--- src/rtl/regfile_wb_scheduler.sv ---
// regfile_wb_scheduler
//   Arbitrates the single register-file write port between the one-cycle ALU
//   writeback and the multi-cycle load writeback. It also keeps a pending-write
//   scoreboard for x1..x31, which decode uses to stall on RAW and WAW hazards.
//
// Ports
//   clk, rst            clock and synchronous active-high reset
//   issue_valid/rd/rs1/rs2
//                       the instruction currently in decode
//   stall               combinational; decode holds while this is high
//   alu_valid/rd/data   ALU writeback request; alu_ready is its grant
//   mem_valid/rd/data   load writeback request; mem_ready is its grant
//   wr_en/wr_rd/wr_data registered drive to the register file write port
//   pending             scoreboard bitmap, for debug
module regfile_wb_scheduler #(
  parameter int XLEN  = 32,
  parameter int NREGS = 32,
  parameter int RA_W  = 5
) (
  input  logic             clk,
  input  logic             rst,
  input  logic             issue_valid,
  input  logic [RA_W-1:0]  issue_rd,
  input  logic [RA_W-1:0]  issue_rs1,
  input  logic [RA_W-1:0]  issue_rs2,
  output logic             stall,
  input  logic             alu_valid,
  input  logic [RA_W-1:0]  alu_rd,
  input  logic [XLEN-1:0]  alu_data,
  output logic             alu_ready,
  input  logic             mem_valid,
  input  logic [RA_W-1:0]  mem_rd,
  input  logic [XLEN-1:0]  mem_data,
  output logic             mem_ready,
  output logic             wr_en,
  output logic [RA_W-1:0]  wr_rd,
  output logic [XLEN-1:0]  wr_data,
  output logic [NREGS-1:0] pending
);

  typedef enum logic {SRC_ALU = 1'b0, SRC_MEM = 1'b1} src_e;

  src_e             last_grant_reg, last_grant_next;
  logic [NREGS-1:0] pending_reg, pending_next;
  logic             wr_en_reg;
  logic [RA_W-1:0]  wr_rd_reg;
  logic [XLEN-1:0]  wr_data_reg;

  logic             accept;
  logic [RA_W-1:0]  acc_rd;
  logic [XLEN-1:0]  acc_data;
  logic             issue_fire;
  logic             rs1_busy, rs2_busy, rd_busy;

  // x0 is masked explicitly even though pending_reg[0] is never set.
  assign rs1_busy = (issue_rs1 != '0) && pending_reg[issue_rs1];
  assign rs2_busy = (issue_rs2 != '0) && pending_reg[issue_rs2];
  assign rd_busy  = (issue_rd  != '0) && pending_reg[issue_rd];
  assign stall    = issue_valid && (rs1_busy || rs2_busy || rd_busy);

  assign issue_fire = issue_valid && !stall && (issue_rd != '0);

  // Round-robin: when both sources request, the one not served last wins.
  assign alu_ready = alu_valid && (!mem_valid || (last_grant_reg == SRC_MEM));
  assign mem_ready = mem_valid && (!alu_valid || (last_grant_reg == SRC_ALU));

  always_comb begin
    accept          = 1'b0;
    acc_rd          = '0;
    acc_data        = '0;
    last_grant_next = last_grant_reg;
    if (alu_ready) begin
      accept          = 1'b1;
      acc_rd          = alu_rd;
      acc_data        = alu_data;
      last_grant_next = SRC_ALU;
    end else if (mem_ready) begin
      accept          = 1'b1;
      acc_rd          = mem_rd;
      acc_data        = mem_data;
      last_grant_next = SRC_MEM;
    end
  end

  // Per-register scoreboard update. A set from issue takes priority over a
  // clear from an accepted write so that the newer writer stays tracked.
  generate
    for (genvar gi = 0; gi < NREGS; gi++) begin : g_pend
      if (gi == 0) begin : g_x0
        assign pending_next[gi] = 1'b0;
      end else begin : g_xn
        logic set_hit, clr_hit;
        assign set_hit = issue_fire && (issue_rd == RA_W'(gi));
        assign clr_hit = accept && (acc_rd == RA_W'(gi));
        assign pending_next[gi] = set_hit || (pending_reg[gi] && !clr_hit);
      end
    end
  endgenerate

  always_ff @(posedge clk) begin
    if (rst) begin
      pending_reg    <= '0;
      wr_en_reg      <= 1'b0;
      wr_rd_reg      <= '0;
      wr_data_reg    <= '0;
      last_grant_reg <= SRC_MEM;
    end else begin
      pending_reg    <= pending_next;
      last_grant_reg <= last_grant_next;
      // A write to x0 is consumed but never reaches the register file.
      wr_en_reg      <= accept && (acc_rd != '0);
      if (accept) begin
        wr_rd_reg   <= acc_rd;
        wr_data_reg <= acc_data;
      end
    end
  end

  assign wr_en   = wr_en_reg;
  assign wr_rd   = wr_rd_reg;
  assign wr_data = wr_data_reg;
  assign pending = pending_reg;

endmodule
--- config.mk ---
export PLATFORM = sky130hd
export DESIGN_NAME = regfile_wb_scheduler
export DESIGN_NICKNAME = d
export VERILOG_FILES = /design/src/rtl/regfile_wb_scheduler.sv
export SDC_FILE = /design/constraint.sdc
export NUM_CORES = 1
export LEC_CHECK = 0
export ABC_AREA = 1
export CORE_MARGIN = 1.5
export CORE_UTILIZATION = 44
export DETAILED_ROUTE_END_ITERATION = 12
export PLACE_DENSITY = 0.81
export SYNTH_ARGS = -nofsm -noshare
export SYNTH_HDL_FRONTEND = slang
export SYNTH_SLANG_ARGS = --single-unit
--- constraint.sdc ---
create_clock -name clk -period 3.1 [get_ports clk]
set_clock_uncertainty 0.2 [all_clocks]
set_input_delay 0.775 -clock clk [delete_from_list [all_inputs] [get_ports clk]]
set_output_delay 0.775 -clock clk [all_outputs]
set_load 0.05 [all_outputs]
Word level (Yosys, flattened, before mapping)
Cells that the tools add are included.
{ "totals": {"ff_bits": 71, "wordCells": 262} }
{ "classes": {"n_reduce_logical": 176, "magnitude_cmp": 3, "muxes": 14, "eq_ne": 62, "bitwise": 1} }
{ "ops": {"columns": ["operator", "count"], "rows": [
  ["equality test 5 bit, second input constant", 32],
  ["logical AND 1 bit", 102],
  ["equality test 5 x 4 -> 1 bit, second input constant", 16],
  ["two-way mux 32 bit", 2],
  ["equality test 5 x 3 -> 1 bit, second input constant", 8],
  ["logical OR 1 bit", 35],
  ["zero test 1 bit", 34],
  ["equality test 5 x 2 -> 1 bit, second input constant", 4],
  ["nonzero test 5 bit", 4],
  ["< comparator 5 x 6 -> 1 bit, second input constant", 3],
  ["binary-select mux 1 bit (select 5 bit)", 3],
  ["equality test 5 x 1 -> 1 bit, second input constant", 2],
  ["two-way mux 5 bit", 2],
  ["two-way mux 1 bit", 7],
  ["nonzero test 2 bit", 1],
  ["NOT 1 bit", 1]
]} }

Logic depth before layout (Yosys ltp)
Gate-level depths: netlist of the first run.
{ "depth": {"word_depth": 11, "mapped_depth": 17, "ltp_nobuf": 14} }

Worst setup path after synthesis of the first run
OpenSTA, ideal clock, no wires.
{ "synth_timing": {"path_kind": "input-to-output", "start": "input issue_rs1[0]", "end": "output stall", "setup_slack_ps": -364, "stages": 16, "t_arrival_ps": 2489, "path_cell_list": "buf_6 > inv_4 > buf_6 > nand2_1 > nand2_1 > nand2_1 > nand2_1 > nand2_1 > nand2_1 > inv_1 > nand2_1 > nand2_1 > nand2_2 > nor2_8 > buf_6 > a21boi_1"} }
{ "synth_via": {"elab_chain_cells": 6, "word_cells_on_any_way": 7, "cone_classes": "mux (2); reduce/logical (5)"} }
{ "synth_lines": {"columns": ["element", "line_no", "text"], "rows": [
  ["start: declaration", "24", "input logic [RA_W-1:0] issue_rs1,"],
  ["binary-select mux 1 bit (select 5 bit)", "56", "assign rs1_busy = (issue_rs1 != '0) && pending_reg[issue_rs1];"],
  ["two-way mux 1 bit (implied by the code)", "56", null],
  ["logical AND 1 bit (*)", "56", null],
  ["logical OR 1 bit (*) (2 in series)", "59", "assign stall = issue_valid && (rs1_busy || rs2_busy || rd_busy);"],
  ["logical AND 1 bit (*)", "59", null],
  ["end: declaration", "26", "output logic stall,"]
]} }
Every way passes the cells marked *; elsewhere a longest branch is shown, timed or not. The select of a mux whose other input is x is not followed.

Worst setup path after layout of the first run
{ "layout_timing": {"start": "input issue_rd[1]", "end": "output stall"} }
{ "layout_via": {"elab_chain_cells": 5, "word_cells_on_any_way": 6, "cone_classes": "mux (2); reduce/logical (4)"} }
{ "layout_lines": {"columns": ["element", "line_no", "text"], "rows": [
  ["start: declaration", "23", "input logic [RA_W-1:0] issue_rd,"],
  ["binary-select mux 1 bit (select 5 bit)", "58", "assign rd_busy = (issue_rd != '0) && pending_reg[issue_rd];"],
  ["two-way mux 1 bit (implied by the code)", "58", null],
  ["logical AND 1 bit (*)", "58", null],
  ["logical OR 1 bit (*)", "59", null],
  ["logical AND 1 bit (*)", "59", null]
]} }
Marked as above.

==> out/metrics.cfg, run 1 <==
[power]
internal_power_mw = 1.743
sequentialPowerShare_pct = 36.5
peakVddDrop_mv = 0.2588
switching_power_mw = 0.9229
p_leak_nw = 2.878
p_clk_share_pct = 32.6
p_sw_share_pct = 34.61
p_per_area_mw_per_mm2 = 393.9
comb_power_share_pct = 30.9

[critical_path]
path_cells = buf_8 -> buf_6 -> nor2_4 -> buf_4 -> a21oi_1 -> nand2_1 -> nand2_1 -> nand2_1 -> nor2_1 -> nand2_1 -> nand2_2 -> a21boi_4 -> buf_12
slowest_stage = a21boi_4
cp-start-kind = input pin
arrival_ps = 2110
r2r_end = pending[26]$_SDFF_PP0_
path_class = input pin to output pin
required_ps = 2120
worst_path_largest_cell_delay_ps = 200
rr_worst_depth = 13
cp-startpoint = issue_rd[1]
critPathCaptureType = output pin
crit_top_cell = nand2_1
r2r_slack_ps = 860
crit_fanout = 4
r2r-start = pending[23]$_SDFF_PP0_
crit_end = stall

[drt]
wire_per_inst_um = 16.99
drc_errors = 0
drtAntennaViolNets = 0
firstDrtPassIters = 7
drt_iter0_drc = 585
totalWireLength_um = 17740
num_vias = 5768
via_per_inst = 5.525

[floorplan]
io_pins = 167
num_rows = 35
die_h_um = 101.4
core_region_area_mm2 = 0.009328
die_w_um = 101.4
dieArea_mm2 = 0.01029
initial_utilization_pct = 45.69

[grt]
globalRoute.totalOverflow = 0
grt_pass1_wl_um = 27920
grt_pass1_vias = 5510
grt_max_degree = 34
grt_usage_pct = 35.18
antenna_found_initial = 0

[layout]
diodes = 0
final_nets = 1004
drive_gt1_share_pct = 15.08
postLayoutCellArea_mm2 = 0.006769
largest_reg_flops = 32
area_growth_pct = 58.84

[placement]
globalplace.congestion = 1.040
portBuffers = 165
hpwlAfterDp_um = 13260
place_area_mm2 = 0.006342

[clocking]
clk_latency_ps = 360
cts_max_path_buffers = 2
htreeDepth = 3
cts.sinks = 70
clockRootBuffer = clkbuf_8
cts_tree = yes
clk_pin_slew_ps = 80
cts_buffers = 9

[timing]
slew-limit-headroom_pct = 60.21
clock.fmax_mhz = 324.3
slew_viol_final = 0
setup_violations = 0
post-route-period-util_pct = 99.48
hold_viol_final = 0
layout_min_cycle_time_ps = 3084
tns_ps = 0
worstMarginPinSlew_ps = 595.0
rsz0062_at_grt = true

[min_path]
hold_class = flop to flop
hp-start = wr_rd[0]$_SDFFE_PP0P_

[synthesis]
syn_area_mm2 = 0.004262
ys_seq_area_share_pct = 32.88
syn_nets = 791
synth-seq-cells = 70
synth_warnings = 0
ys_types = 29
syn_avg_cell_area_um2 = 6.114
netlist_instances = 697

[status]
status = complete, no violations

[job]
cap_violations = 0

## cells in the mapped netlist, drive strengths merged
cell / count / area, µm²
o211ai: 2 / 15.01
nand3: 36 / 180.2
dfxtp: 70 / 1401
a22oi: 2 / 15.01
buf: 20 / 173.9
nor3: 12 / 60.06
o22ai: 7 / 50.05
nand4: 31 / 193.9
conb: 1 / 3.750
a21boi: 1 / 7.510
o21ai: 39 / 198.9
clkbuf: 20 / 75.07
inv: 73 / 279.0
clkinv: 1 / 3.750
nor2: 52 / 214.0
a21oi: 45 / 225.2
nand2: 252 / 958.4
a31oi: 33 / 206.5
## per-stage QoR
stage | hold WS (ps) | utilization, % | total power, mW | instances | worst slack (ps)
after floorplan | 244.2 | - | 1.432 | 697 | 34.51
after global placement | 257.7 | 67.99 | 1.774 | 1010 | -398.9
after detailed placement | 262.1 | 67.99 | 1.778 | 1010 | -401.8
after CTS | 283.7 | 72.17 | 2.660 | 1042 | 1.539
after global routing | 296.8 | 72.57 | 2.768 | 1044 | -46.12
final | 279.2 | 72.57 | 2.666 | 1044 | 16.10
## metal layers
layer | vias up | track usage [%] | wire [µm]
met5 | - | 0 | 0
met4 | 0 | 20.30 | 1003
met3 | 80 | 8.420 | 1761
met2 | 346 | 58.70 | 8402
met1 | 2638 | 41.31 | 6573
li1 | 2704 | - | -
## worst max-delay path, delay by kind of cell
| kind | cells | cell delay (ps) |
|---|---|---|
| compound gates | 2 | 270 |
| simple gates | 7 | 540 |
| buf+inv | 4 | 530 |
## cell families after synthesis
| group | after synthesis | synth area share, % |
|---|---|---|
| DFF | 70 | 32.88 |
| AOI/OAI and AO/OA | 129 | 16.85 |
| buffers and inverters | 114 | 12.48 |
| and+or+nand+nor | 383 | 37.70 |
| other | 1 | 0.08800 |
## final cells by class
type	instances	area, µm²
Clock buffer	9	123.9
Clock inverter	7	105.1
Fill cell	745	2559
Inverter	74	285.3
Multi-Input combinational cell	513	2402
Sequential cell	70	1401
Tap cell	129	161.4
Timing Repair Buffer	242	2290
## worst min path at each step
stage,to,depth (start not counted)
4_1_cts,wr_rd[0]$_SDFFE_PP0P_,2
3_5_place_dp,wr_rd[4]$_SDFFE_PP0P_,2
2_1_floorplan,last_grant_reg$_SDFFE_PP1P_,2
6_report,wr_rd[0]$_SDFFE_PP0P_,2
3_3_place_gp,wr_rd[2]$_SDFFE_PP0P_,2
5_1_grt,wr_data[17]$_SDFFE_PP0P_,2
## power by group through the flow
stage	logic, mW	clock network (mW)	registers, mW
5_1_grt	0.876	0.914	0.978
3_5_place_dp	0.786	0	0.992
4_1_cts	0.809	0.878	0.973
3_3_place_gp	0.783	0	0.991
2_1_floorplan	0.292	0	1.14
6_report	0.824	0.869	0.973
## cell usage in the layout (no fill, tap or decap), drive strengths merged
cell	instances
a21boi	1
nand3	36
clkbuf	11
o21ai	39
bufinv	2
inv	76
clkinv	2
clkinvlp	1
clkdlybuf4s50	149
conb	1
nor3	12
o22ai	7
buf	87
a31oi	33
dfxtp	70
dlygate4sd2	2
nor2	52
nand4	31
o211ai	2
a22oi	2
a21oi	45
clkdlybuf4s15	2
nand2	252
## what timing repair did
item                       4_1_cts  5_1_grt
gates resized for setup         59       17
setup endpoints to repair        1        1
gates cloned                     1        0
hold buffers                     0        0
buffers inserted                15        2
pin swaps                       12       11
Power figures use the tool's default switching activity.
==> run 2, diff against run 1 <==
--- a/config.mk
+++ b/config.mk
@@ -6,10 +6,10 @@
 export NUM_CORES = 1
 export LEC_CHECK = 0
 export ABC_AREA = 1
-export CORE_MARGIN = 1.5
 export CORE_UTILIZATION = 44
 export DETAILED_ROUTE_END_ITERATION = 12
 export PLACE_DENSITY = 0.81
+export SETUP_SLACK_MARGIN = 0.5
 export SYNTH_ARGS = -nofsm -noshare
 export SYNTH_HDL_FRONTEND = slang
 export SYNTH_SLANG_ARGS = --single-unit
==> run 2 against run 1 <==
  * Largest cell class unchanged
  * Clock power decreased by 0.5%
  * Global-route usage decreased by 0.71 points
  * Largest power group unchanged
  * Fmax rose by 0.94%
  * Critical path type unchanged
==> out/metrics.cfg, run 2 (synthesis gave the netlist of run 1 again) <==
[drt]
drtAntennaViolNets = 0  ; unchanged
drt_iter0_drc = 466  ; -20%
num_vias = 5624  ; -2.5%
firstDrtPassIters = 5  ; -2
wire_per_inst_um = 16.57  ; -2.5%
via_per_inst = 5.444  ; -1.5%
totalWireLength_um = 17120  ; -3.5%
drc_errors = 0  ; unchanged

[clocking]
clockRootBuffer = clkbuf_8
clk_pin_slew_ps = 80  ; about the same
cts_max_path_buffers = 2  ; unchanged
cts_buffers = 9  ; unchanged
htreeDepth = 3  ; unchanged
cts.sinks = 70  ; unchanged
cts_tree = yes
clk_latency_ps = 350  ; about the same
holdBufCountCts = 0  ; unchanged

[timing]
post-route-period-util_pct = 98.55  ; -0.93 points
clock.fmax_mhz = 327.3  ; +0.94%
timing.hold.ws_ps = 266.4  ; -12.77 ps
worstMarginPinSlew_ps = 721.2  ; +126.3 ps
layout_min_cycle_time_ps = 3055  ; -28.87 ps
slew-limit-headroom_pct = 51.92  ; -8.3 points
setup_violations = 0  ; unchanged
rsz0062_at_grt = true
slew_viol_final = 0  ; unchanged
fin_ws_ps = 44.97  ; +28.87 ps
hold_viol_final = 0  ; unchanged

[power]
peakVddDrop_mv = 0.3151  ; +22%
p_leak_nw = 3.109  ; +8.0%
p_per_area_mw_per_mm2 = 394.5  ; +0.16%
power_mw = 2.693  ; +1.0%

[layout]
final_common_cell = nand2_1
drive_gt1_share_pct = 15.15  ; +0.073 points
fill_cells = 757  ; +1.6%
area_growth_pct = 60.16
finalNonFillerCells = 1033  ; -1.1%
multi_input_area_mm2 = 0.002442  ; +1.7%
layout_common_cells = nand2_1, clkdlybuf4s50_1, dfxtp_1, inv_1, buf_4
postLayoutCellArea_mm2 = 0.006825  ; +0.83%
largest_reg_flops = 32  ; unchanged
final_nets = 993  ; -1.1%
diodes = 0  ; unchanged
ff_latch_area_mm2 = 0.001401  ; unchanged

[critical_path]
path_class = input pin to output pin
crit_fanout = 6  ; +2
cp-start-kind = input pin
rr_worst_depth = 14  ; +1
r2r_slack_ps = 940  ; +80 ps
critPathCaptureType = output pin
crit_end = stall
r2r_end = pending[13]$_SDFF_PP0_
r2r-start = pending[23]$_SDFF_PP0_
arrival_ps = 2080  ; -30 ps
cp-startpoint = issue_rd[0]
required_ps = 2120  ; about the same

[grt]
grt_max_degree = 36  ; +5.9%
grt_pass1_vias = 5507  ; -0.054%
globalRoute.totalOverflow = 0  ; unchanged
grt_usage_pct = 34.47  ; -0.71 points
antenna_found_initial = 0  ; unchanged
grt_pass1_wl_um = 27080  ; -3.0%

[placement]
place_area_mm2 = 0.006325  ; -0.28%
portBuffers = 165  ; unchanged
post-place-ws_ps = -404.0  ; -2.193 ps
dp.cells = 1006  ; -0.40%
globalplace.congestion = 0.9832  ; -5.5%
hpwlAfterDp_um = 12340  ; -6.9%

[job]
cap_violations = 0  ; unchanged

[floorplan]
initial_utilization_pct = 45.69  ; unchanged
core_region_area_mm2 = 0.009328  ; unchanged
die_h_um = 100.4  ; -0.99%
die_w_um = 100.4  ; -0.99%
dieArea_mm2 = 0.01008  ; -2.0%
io_pins = 167  ; unchanged
num_rows = 35  ; unchanged

[min_path]
hold_class = flop to flop

[status]
status = complete, no violations

[run 2: cell count changes in the layout (fill, tap and decap cells not counted), sizes merged, moves of 9 or more]
cell | previous run | this run
buf | 87 | 77
dlymetal6s2s | 0 | 9
dlygate4sd2 | 2 | 14
clkdlybuf4s50 | 149 | 127
[run 2: layout make-up]
| type | count | area share [%] |
|---|---|---|
| Sequential cell | 70 | 20.53 |
| Timing Repair Buffer | 231 | 33.68 |
| Inverter | 74 | 4.290 |
| Clock inverter | 6 | 1.338 |
| Tap cell | 129 | 2.365 |
| Clock buffer | 10 | 2.016 |
| Multi-Input combinational cell | 513 | 35.78 |
[run 2: stage by stage]
| step | setup TNS, ps | util [%] |
|---|---|---|
| 6_report | 0 | 73.17 |
| 5_1_grt | -29.69 | 73.17 |
| 4_1_cts | 0 | 72.21 |
| 3_5_place_dp | -1367 | 67.81 |
| 3_3_place_gp | -515.5 | 67.81 |
| 2_1_floorplan | 0 | - |
[run 2: power by group]
part	internal [mW]	switching [mW]	total [mW]
combinational	0.349	0.507	0.855
sequential	0.944	0.0289	0.973
clock	0.481	0.383	0.865
[run 2: critical path: stages]
cell	delay [ps]
buf_4	140
buf_4	130
nand2_2	140
nor2_1	60
a21oi_1	120
nand2_1	80
nand2_1	60
nand2_1	80
nor2_1	100
nand2_1	90
nand2_4	90
a21boi_4	70
buf_12	150
[run 2: worst min path at each step]
stage | startpoint | to | slack [ps] | depth (start not counted)
after global routing | wr_rd[2]$_SDFFE_PP0P_ | wr_rd[2]$_SDFFE_PP0P_ | 290 | 2
after global placement | wr_rd[2]$_SDFFE_PP0P_ | wr_rd[2]$_SDFFE_PP0P_ | 260 | 2
after floorplan | last_grant_reg$_SDFFE_PP1P_ | last_grant_reg$_SDFFE_PP1P_ | 240 | 2
after detailed placement | wr_rd[2]$_SDFFE_PP0P_ | wr_rd[2]$_SDFFE_PP0P_ | 260 | 2
after CTS | wr_rd[2]$_SDFFE_PP0P_ | wr_rd[2]$_SDFFE_PP0P_ | 270 | 2
final | wr_rd[2]$_SDFFE_PP0P_ | wr_rd[2]$_SDFFE_PP0P_ | 270 | 2
[run 2: repair_timing]
| action | in CTS | in global routing |
|---|---|---|
| gates cloned | 3 | 0 |
| gates resized for setup | 105 | 21 |
| buffers inserted | 6 | 2 |
| hold endpoints to repair | 0 | 0 |
| setup endpoints to repair | 45 | 33 |
| pin swaps | 18 | 7 |
[run 2: per-layer routing]
layer	share of wire [%]	global-route usage, %	vias to the layer above
met4	2.9	13.15	0
li1	-	-	2689
met2	51	64.28	324
met5	0	0	-
met1	37	38.11	2569
met3	8.2	7.173	42
==> run 3, diff against run 2 <==
--- a/config.mk
+++ b/config.mk
@@ -5,8 +5,8 @@
 export SDC_FILE = /design/constraint.sdc
 export NUM_CORES = 1
 export LEC_CHECK = 0
-export ABC_AREA = 1
-export CORE_UTILIZATION = 44
+export ABC_AREA = 0
+export CORE_UTILIZATION = 43
 export DETAILED_ROUTE_END_ITERATION = 12
 export PLACE_DENSITY = 0.81
 export SETUP_SLACK_MARGIN = 0.5
==> constraint.sdc (replaced) <==
create_clock -name clk -period 3.3 [get_ports clk]
set_clock_uncertainty 0.2 [all_clocks]
set_input_delay 0.825 -clock clk [delete_from_list [all_inputs] [get_ports clk]]
set_output_delay 0.825 -clock clk [all_outputs]
set_load 0.05 [all_outputs]
==> run 3 against run 2 <==
  * The run now ends with negative setup slack left
  * Non-clock buffer count fell by 9
  * First-iteration DRC count down 41%
  * Final cell count down 25%
  * Synthesized cell count decreased by 33%
  * Sequential cell count did not move
==> out/metrics.cfg, run 3 <==
[layout]
postLayoutCellArea_mm2 = 0.006751  ; -1.1%
fill_cells = 607  ; -20%
area_growth_pct = 74.35
ff_latch_area_mm2 = 0.001401  ; unchanged
diodes = 0  ; unchanged
final_common_cell = clkdlybuf4s50_1
multi_input_area_mm2 = 0.002789  ; +14%
largest_reg_flops = 32  ; unchanged
final_nets = 758  ; -24%
drive_gt1_share_pct = 23.77  ; +8.6 points
final_core_util_pct = 77.42  ; +4.2 points
layout_common_cells = clkdlybuf4s50_1, nor2_1, dfxtp_1, buf_4, o21ai_0
finalNonFillerCells = 777  ; -25%

[floorplan]
io_pins = 167  ; unchanged
dieArea_mm2 = 0.009390  ; -6.9%
core_region_area_mm2 = 0.008721  ; -6.5%
die_h_um = 96.90  ; -3.5%
num_rows = 34  ; -2.9%
die_w_um = 96.90  ; -3.5%
initial_utilization_pct = 44.40  ; -1.3 points

[synthesis]
ys_types = 49  ; +69%
synthArstFlopShare_pct = 0  ; unchanged
synth_top_area_cell = dfxtp_1
netlist.area_leader.share_pct = 36.19  ; +3.3 points
yosys_most_used_dff = dfxtp_1
synth-seq-cells = 70  ; unchanged
ys_seq_area_share_pct = 36.19  ; +3.3 points
yosysMostFrequentCell = nor2_1
synth_area_leaders = dfxtp_1, nor2_1, mux4_2
synth_edf_count = 0  ; unchanged
syn_avg_cell_area_um2 = 8.292  ; +36%
syn_area_mm2 = 0.003872  ; -9.1%
netlist_instances = 467  ; -33%
synth_warnings = 0  ; unchanged
syn_nets = 561  ; -29%
netlist_top_cells_count = nor2_1, dfxtp_1, nor4_1

[placement]
hpwlAfterDp_um = 11230  ; -9.0%
post-place-ws_ps = -649.7  ; -245.8 ps
place_area_mm2 = 0.005826  ; -7.9%
dp.cells = 745  ; -26%
globalplace.congestion = 0.9580  ; -2.6%
portBuffers = 165  ; unchanged

[timing]
tns_ps = -480.4  ; -480.4 ps
setup_violations = 6  ; +6
slew-limit-headroom_pct = 45.19  ; -6.7 points
fin_ws_ps = -164.5  ; -209.5 ps
post-route-period-util_pct = 105.0
clock.fmax_mhz = 288.6
hold_viol_final = 0  ; unchanged
slew_viol_final = 0  ; unchanged
rsz0062_at_grt = true
worstMarginPinSlew_ps = 822.1  ; +100.9 ps
timing.hold.ws_ps = 271.7  ; +5.231 ps
layout_min_cycle_time_ps = 3465

[drt]
drt_iter0_drc = 276  ; -41%
totalWireLength_um = 16200  ; -5.4%
via_per_inst = 5.979  ; +9.8%
firstDrtPassIters = 5  ; unchanged
maxUsedRoutingLayer = met4
wire_per_inst_um = 20.85  ; +26%
met2WireLength_um = 8230  ; -6.6%
drtAntennaViolNets = 0  ; unchanged
drc_errors = 0  ; unchanged
num_vias = 4646  ; -17%
wl_met3_um = 1434  ; +1.8%
met1Wirelength_um = 6101  ; -4.6%

[power]
p_per_area_mw_per_mm2 = 352.4  ; -11%
comb_power_share_pct = 34.1  ; +2.3 points
p_sw_share_pct = 35.31  ; +1.2 points
power_mw = 2.379  ; -12%
internal_power_mw = 1.539  ; -13%
p_clk_share_pct = 27.4  ; -4.7 points
p_leak_nw = 2.726  ; -12%
peakVddDrop_mv = 0.2513  ; -20%
sequentialPowerShare_pct = 38.4  ; +2.3 points
switching_power_mw = 0.8399  ; -8.6%

[job]
cap_violations = 0  ; unchanged

[grt]
antenna_found_initial = 0  ; unchanged
globalRoute.totalOverflow = 0  ; unchanged
grt_pass1_wl_um = 25130  ; -7.2%
grt_max_degree = 75  ; +110%
grt_pass1_vias = 4744  ; -14%
grt_usage_pct = 33.75  ; -0.72 points

[critical_path]
cp-start-kind = input pin
slowest_stage = clkdlybuf4s50_1
required_ps = 2270  ; +150 ps
path_class = input pin to output pin
path_cells = clkdlybuf4s50_1 -> nand2b_1 -> nor4_2 -> nor4_4 -> nand3_2 -> and2_4 -> buf_8
worst_path_largest_cell_delay_ps = 630  ; +480 ps
r2r_slack_ps = 90  ; -850 ps
arrival_ps = 2440  ; +360 ps
crit_fanout = 5  ; -1
critPathCaptureType = output pin

[clocking]
clockRootBuffer = clkbuf_8
cts.sinks = 70  ; unchanged
cts_buffers = 9  ; unchanged
holdBufCountCts = 0  ; unchanged
htreeDepth = 3  ; unchanged
clk_latency_ps = 350  ; about the same
cts_max_path_buffers = 2  ; unchanged
clk_pin_slew_ps = 90  ; about the same
cts_tree = yes

[status]
violations = negative setup slack
status = finished with violations

[min_path]
hold_class = flop to flop

[run 3: cell types whose count changed after synthesis, sizes merged, moves of 30 or more]
cell / previous run / this run
nand4: 31 / 1
nor2: 52 / 101
nand2: 252 / 14
nor2b: 0 / 31
a31oi: 33 / 2
a21oi: 45 / 9
nor4: 0 / 34
inv: 73 / 5
[run 3: critical path: cells and delay by family]
kind / cells / cell delay [ps]
and+or+nand+nor: 5 / 850
buffers and inverters: 2 / 760
[run 3: path summary, 6_finish.rpt]
check / depth (start not counted) / startpoint / to
max: 7 / issue_rd[2] / stall
min: 2 / wr_rd[1]$_SDFFE_PP0P_ / wr_rd[1]$_SDFFE_PP0P_
max reg2reg: 16 / pending[18]$_SDFF_PP0_ / pending[3]$_SDFF_PP0_
min reg2reg: 2 / wr_rd[1]$_SDFFE_PP0P_ / wr_rd[1]$_SDFFE_PP0P_
[run 3: what timing repair did]
item / 4_1_cts / 5_1_grt
gates cloned: 3 / 0
gates resized for setup: 111 / 19
pin swaps: 32 / 1
endpoints found under the setup margin: 34 / 34
setup buffers: 9 / 4
[run 3: cells by family (layout without fill, tap and decap cells)]
kind of cell	Yosys count	count (layout)	synth area share (%)
buf+inv	41	243	4.653
mux	32	32	12.63
flops	70	70	36.19
simple gates	227	227	29.40
other cells	1	1	0.09684
compound gates	96	96	17.03
[run 3: layout make-up]
cell class              count  area share (%)
clock inverters             6          0.6672
flip-flops and latches     70           20.76
clock buffers              10           2.039
well taps                 108           2.001
multi-input cells         356           41.31
repair buffers            222           32.95
inverters                   5          0.2780
[run 3: power by group through the flow]
stage / clock network, mW / logic (mW) / registers [mW]
finish: 0.653 / 0.812 / 0.914
global route: 0.689 / 0.848 / 0.919
CTS: 0.654 / 0.778 / 0.914
detailed placement: 0 / 0.651 / 0.933
global placement: 0 / 0.644 / 0.931
floorplan: 0 / 0.224 / 1.07
[run 3: per-layer routing]
layer  GRT usage [%]  vias up
met5               0        -
met4           13.09        0
met3           9.754       39
met2           59.59      251
met1           38.13     2245
li1                -     2111
